## src/rtl/control_cmd_fill_panel.sv

```systemverilog
// Fill-panel command handler: captures one pixel colour from the byte stream, writes it to every framebuffer address, then flags done.
// Optional start-of-fill strobe on ram_access_start is built when FILLPANEL_ACCESS_START_EN is defined; otherwise it is tied low.
package params;
    localparam int PIXEL_WIDTH     = 6;
    localparam int PIXEL_HEIGHT    = 3;
    localparam int BYTES_PER_PIXEL = 2;
endpackage

package types;
    localparam int ROW_W = (params::PIXEL_HEIGHT > 1) ? $clog2(params::PIXEL_HEIGHT) : 1;
    localparam int COL_W = (params::PIXEL_WIDTH > 1) ? $clog2(params::PIXEL_WIDTH) : 1;
    localparam int PIX_W = (params::BYTES_PER_PIXEL > 1) ? $clog2(params::BYTES_PER_PIXEL) : 1;
    typedef logic [ROW_W-1:0]             row_addr_t;
    typedef logic [COL_W-1:0]             col_addr_t;
    typedef logic [PIX_W-1:0]             pixel_addr_t;
    typedef logic [ROW_W+COL_W+PIX_W-1:0] fb_addr_t;
endpackage

module control_cmd_fill_panel #(
    parameter int _UNUSED = 0
) (
    input  logic              clk,
    input  logic              reset,
    input  logic              mem_clk,
    input  logic              enable,
    input  logic [7:0]        data_in,
    output types::row_addr_t   row,
    output types::col_addr_t   column,
    output types::pixel_addr_t pixel,
    output logic [7:0]        data_out,
    output logic              ram_write_enable,
    output logic              ram_access_start,
    output logic              ready_for_data,
    output logic              done
);
    localparam int B     = params::BYTES_PER_PIXEL;
    localparam int CW    = 8 * B;
    localparam int CNT_W = $clog2(B + 1);

    localparam types::row_addr_t   ROW_MAX = types::row_addr_t'(params::PIXEL_HEIGHT - 1);
    localparam types::col_addr_t   COL_MAX = types::col_addr_t'(params::PIXEL_WIDTH - 1);
    localparam types::pixel_addr_t PIX_MAX = types::pixel_addr_t'(B - 1);

    typedef enum logic [1:0] {S_CAPTURE, S_FILL, S_DONE} state_t;

    if (_UNUSED != 0) begin : g_unused_param
    end

    // mem_clk must be the same net as clk; nothing is clocked by it here.
    logic unused_mem_clk;
    assign unused_mem_clk = mem_clk;

    state_t             state;
    logic [CNT_W-1:0]   byte_cnt;
    logic [CW-1:0]      colour;
    logic [CW-1:0]      next_colour;
    logic               last_byte;
    logic               last_addr;
    types::row_addr_t   next_row;
    types::col_addr_t   next_column;
    types::pixel_addr_t next_pixel;
    logic               start_q;

    function automatic logic [7:0] byte_sel(input logic [CW-1:0] c, input types::pixel_addr_t p);
        return c[(B - 1 - int'(p)) * 8 +: 8];
    endfunction

    always_comb begin
        next_colour = (colour << 8) | CW'(data_in);
        last_byte   = (byte_cnt == CNT_W'(B - 1));
        last_addr   = (row == ROW_MAX) && (column == COL_MAX) && (pixel == PIX_MAX);
        next_pixel  = pixel;
        next_column = column;
        next_row    = row;
        if (pixel != PIX_MAX) begin
            next_pixel = types::pixel_addr_t'(pixel + 1'b1);
        end else begin
            next_pixel = '0;
            if (column != COL_MAX) begin
                next_column = types::col_addr_t'(column + 1'b1);
            end else begin
                next_column = '0;
                next_row    = types::row_addr_t'(row + 1'b1);
            end
        end
    end

    always_ff @(posedge clk or negedge reset) begin
        if (!reset) begin
            state            <= S_CAPTURE;
            byte_cnt         <= '0;
            colour           <= '0;
            row              <= '0;
            column           <= '0;
            pixel            <= '0;
            data_out         <= '0;
            ram_write_enable <= 1'b0;
            ready_for_data   <= 1'b1;
            done             <= 1'b0;
            start_q          <= 1'b0;
        end else begin
            case (state)
                S_CAPTURE: begin
                    if (enable) begin
                        colour <= next_colour;
                        if (last_byte) begin
                            // First write is presented right away, MSB at address 0.
                            state            <= S_FILL;
                            byte_cnt         <= '0;
                            row              <= '0;
                            column           <= '0;
                            pixel            <= '0;
                            data_out         <= next_colour[CW-1 -: 8];
                            ram_write_enable <= 1'b1;
                            ready_for_data   <= 1'b0;
                            start_q          <= 1'b1;
                        end else begin
                            byte_cnt <= byte_cnt + CNT_W'(1);
                        end
                    end
                end
                S_FILL: begin
                    start_q <= 1'b0;
                    if (last_addr) begin
                        state            <= S_DONE;
                        ram_write_enable <= 1'b0;
                        done             <= 1'b1;
                    end else begin
                        row      <= next_row;
                        column   <= next_column;
                        pixel    <= next_pixel;
                        data_out <= byte_sel(colour, next_pixel);
                    end
                end
                S_DONE: begin
                    if (!enable) begin
                        state          <= S_CAPTURE;
                        done           <= 1'b0;
                        ready_for_data <= 1'b1;
                        byte_cnt       <= '0;
                    end
                end
                default: state <= S_CAPTURE;
            endcase
        end
    end

`ifdef FILLPANEL_ACCESS_START_EN
    assign ram_access_start = start_q;
`else
    logic unused_start;
    assign unused_start     = start_q;
    assign ram_access_start = 1'b0;
`endif

endmodule

```

## config.mk

```make
export PLATFORM = sky130hd
export DESIGN_NAME = control_cmd_fill_panel
export DESIGN_NICKNAME = d
export VERILOG_FILES = /design/src/rtl/control_cmd_fill_panel.sv
export SDC_FILE = /design/constraint.sdc
export NUM_CORES = 1
export LEC_CHECK = 0
export ABC_CLOCK_PERIOD_IN_PS = 1800
export CORE_MARGIN = 5
export CORE_UTILIZATION = 52
export CTS_CLUSTER_DIAMETER = 200
export CTS_CLUSTER_SIZE = 24
export DETAILED_ROUTE_END_ITERATION = 8
export GPL_ROUTABILITY_DRIVEN = 0
export PLACE_DENSITY_LB_ADDON = 0.12
export REMOVE_ABC_BUFFERS = 1
export SLEW_MARGIN = 5
export SYNTH_ARGS = -nofsm -noshare
export SYNTH_HDL_FRONTEND = slang
export SYNTH_SLANG_ARGS = --single-unit
```

## constraint.sdc

```tcl
create_clock -name clk -period 1.8 [get_ports clk]
set_input_delay 0.36 -clock clk [delete_from_list [all_inputs] [get_ports clk]]
set_output_delay 0.36 -clock clk [all_outputs]
set_load 0.05 [all_outputs]
```

==> results.yml <==
outcome:
  status: "completed"
worst_setup_path:
  crit_path_start: "state[1]"
  required_ns: 2.02
  crit_fanout: 9
  crit_path_start_kind: "flop"
  crit_type: "flop to flop"
  critPathArrivalTime_ns: 1.92
  cp-end-kind: "flop"
  rr_startpoint: "state[1]"
detailed_routing:
  drt-total-wl_microns: 3010
  drc: 0
  via_per_inst: 5.21
  drtAntennaViolNets: 0
  dr.pass1.iters: 4
  wl_per_cell_microns: 13.6
  vias: 1152
  drtIter0Drc: 35
floorplanning:
  start_util_pct: 52.8
  die_y_microns: 67.8
  die_area_sq_um: 4590
  ioPinCount: 30
  die_w_microns: 67.8
  rows: 21
  core_area_sq_um: 3280
timing:
  hold_viol: 0
  fmax_ghz: 0.589
  clock_skew_ns: 0.00870
  slew_viol_final: 0
  period_share_pct: 94.3
  hold_ws_ns: 0.0515
  period_needed_ns: 1.70
  rsz0062_at_grt: "false"
  setup_viol: 0
  setup_slack_ns: 0.103
clock_network:
  cts_made_buffers: 5
  cts_hold_buf: 0
  clockBufferDepth: 2
  root_buffer: "clkbuf_4"
  postCtsSetupBuffers: 0
  cts.sinks: 37
  clk_pin_slew_ns: 0.10
  cts_tree: "yes"
  post_cts_resized: 1
  clock_latency_ns: 0.34
  h-tree-depth: 2
synth:
  synth_edf_count: 0
  async_flop_share_pct: 100
  ys_warn_count: 0
  ys_seq_area_share_pct: 53.4
  synth_ff_type: "dfrtp_1"
  netlist_area_sq_um: 1740
  synth_cell_types: 32
  syn_area_per_cell_sq_um: 13.0
  ys_ff_latch: 37
  synth_cells: 133
global_route:
  grt_max_degree: 38
  overflow: 0
  grtUsageTotal_pct: 15.4
  grt_pass1_wl_microns: 5160
  antenna_found_initial: 0
  grt_pass1_vias: 1216
final_layout:
  fin_nets: 187
  regArea_sq_um: 927
  final_layout_size_suffix_gt1_share_pct: 44.6
  n_fill_cell: 259
  multiInputGateArea_sq_um: 737
  syn_to_final_growth_pct: 23.3
  antennaDiodeCount: 0
  final_cell_mix: "36 x dfrtp_1, 30 x buf_4, 26 x mux2_2"
  final_common_cell: "dfrtp_1"
place:
  place.port_buffers: 27
  hpwl_microns: 2240
  pre_cts_ws_ns: -0.190
power:
  ir_worst_vdd_uv: 1070
  p_per_area_nw_per_um2: 2020
  leakage_uw: 0.000995
min_path:
  holdCritPathClass: "input pin to async pin"
job:
  cap_violations: 0
## worst paths after layout
kind,endpoint,slack (ns),depth (start not counted)
max in group asynchronous,ready_for_data,1.41,2
worst min register to register,ready_for_data,0.49,2
min in group clk,ready_for_data,0.49,2
worst max-delay path,data_out[3],0.10,4
worst min-delay path,data_out[4],0.05,2
worst max register to register,data_out[3],0.10,4
## metrics by stage
stage	util [%]	std cells	instance area, sq um	total power [uW]	setup TNS, ns
after floorplan	-	126	1680	3190	-1.26
after global placement	63.1	213	2070	3820	-2.64
after detailed placement	63.1	213	2070	3920	-2.88
after CTS	65.1	221	2140	4380	0
after global routing	65.1	221	2140	4610	0
final	65.1	221	2140	4320	0
## power breakdown
| part | total (uW) | internal, uW | switching [uW] |
|---|---|---|---|
| Combinational | 2410 | 1160 | 1250 |
| Sequential | 1470 | 1230 | 239 |
| Clock | 444 | 193 | 251 |
| Total | 4320 | 2580 | 1740 |
## flip-flops by register name, summed over array words and instances (netlist names)
register          count
colour               16
data_out              8
column                3
byte_cnt              2
row                   2
state                 2
done                  1
pixel                 1
ram_write_enable      1
ready_for_data        1
## synthesized netlist by cell type, types with 2 or more instances
library cell | instances | area [sq um]
a21oi_1 | 5 | 25.0
and3_1 | 2 | 12.5
and3b_1 | 2 | 17.5
buf_4 | 3 | 22.5
buf_6 | 3 | 33.8
dfrtp_1 | 36 | 901
inv_1 | 5 | 18.8
mux2_2 | 26 | 293
mux2_4 | 8 | 120
nand2_1 | 8 | 30.0
nand2b_1 | 2 | 12.5
nand3_1 | 3 | 15.0
nor2_1 | 3 | 11.3
o21ai_0 | 9 | 45.0
## routing by layer
metal  GRT usage (%)  share of wire [%]
met3            6.16                5.6
met2            27.7                 53
met4            5.21                1.7
met5               0                  0
met1            16.3                 39
## worst max-delay path, cell delays in order (launching register included)
cell,delay [ns]
dfrtp_1,0.48
nor2b_4,0.24
and2_4,0.29
mux2_4,0.31
mux2_2,0.26
## cells by family after synthesis
| kind of cell | count (synthesis) | synth area share, % |
|---|---|---|
| and+or+nand+nor | 27 | 9.95 |
| muxes | 35 | 24.4 |
| other | 1 | 0.216 |
| adders and majority gates | 1 | 0.721 |
| AOI/OAI and AO/OA | 20 | 6.78 |
| DFF | 37 | 53.4 |
| buffers and inverters | 12 | 4.54 |
## cell type report
type / count / share of cell area, %
Clock buffer: 8 / 2.75
Sequential cell: 37 / 43.3
Timing Repair Buffer: 41 / 15.9
Multi-Input combinational cell: 84 / 34.4
Inverter: 5 / 0.877
Tap cell: 46 / 2.69
No activity file was read; power rests on OpenSTA's default activity.
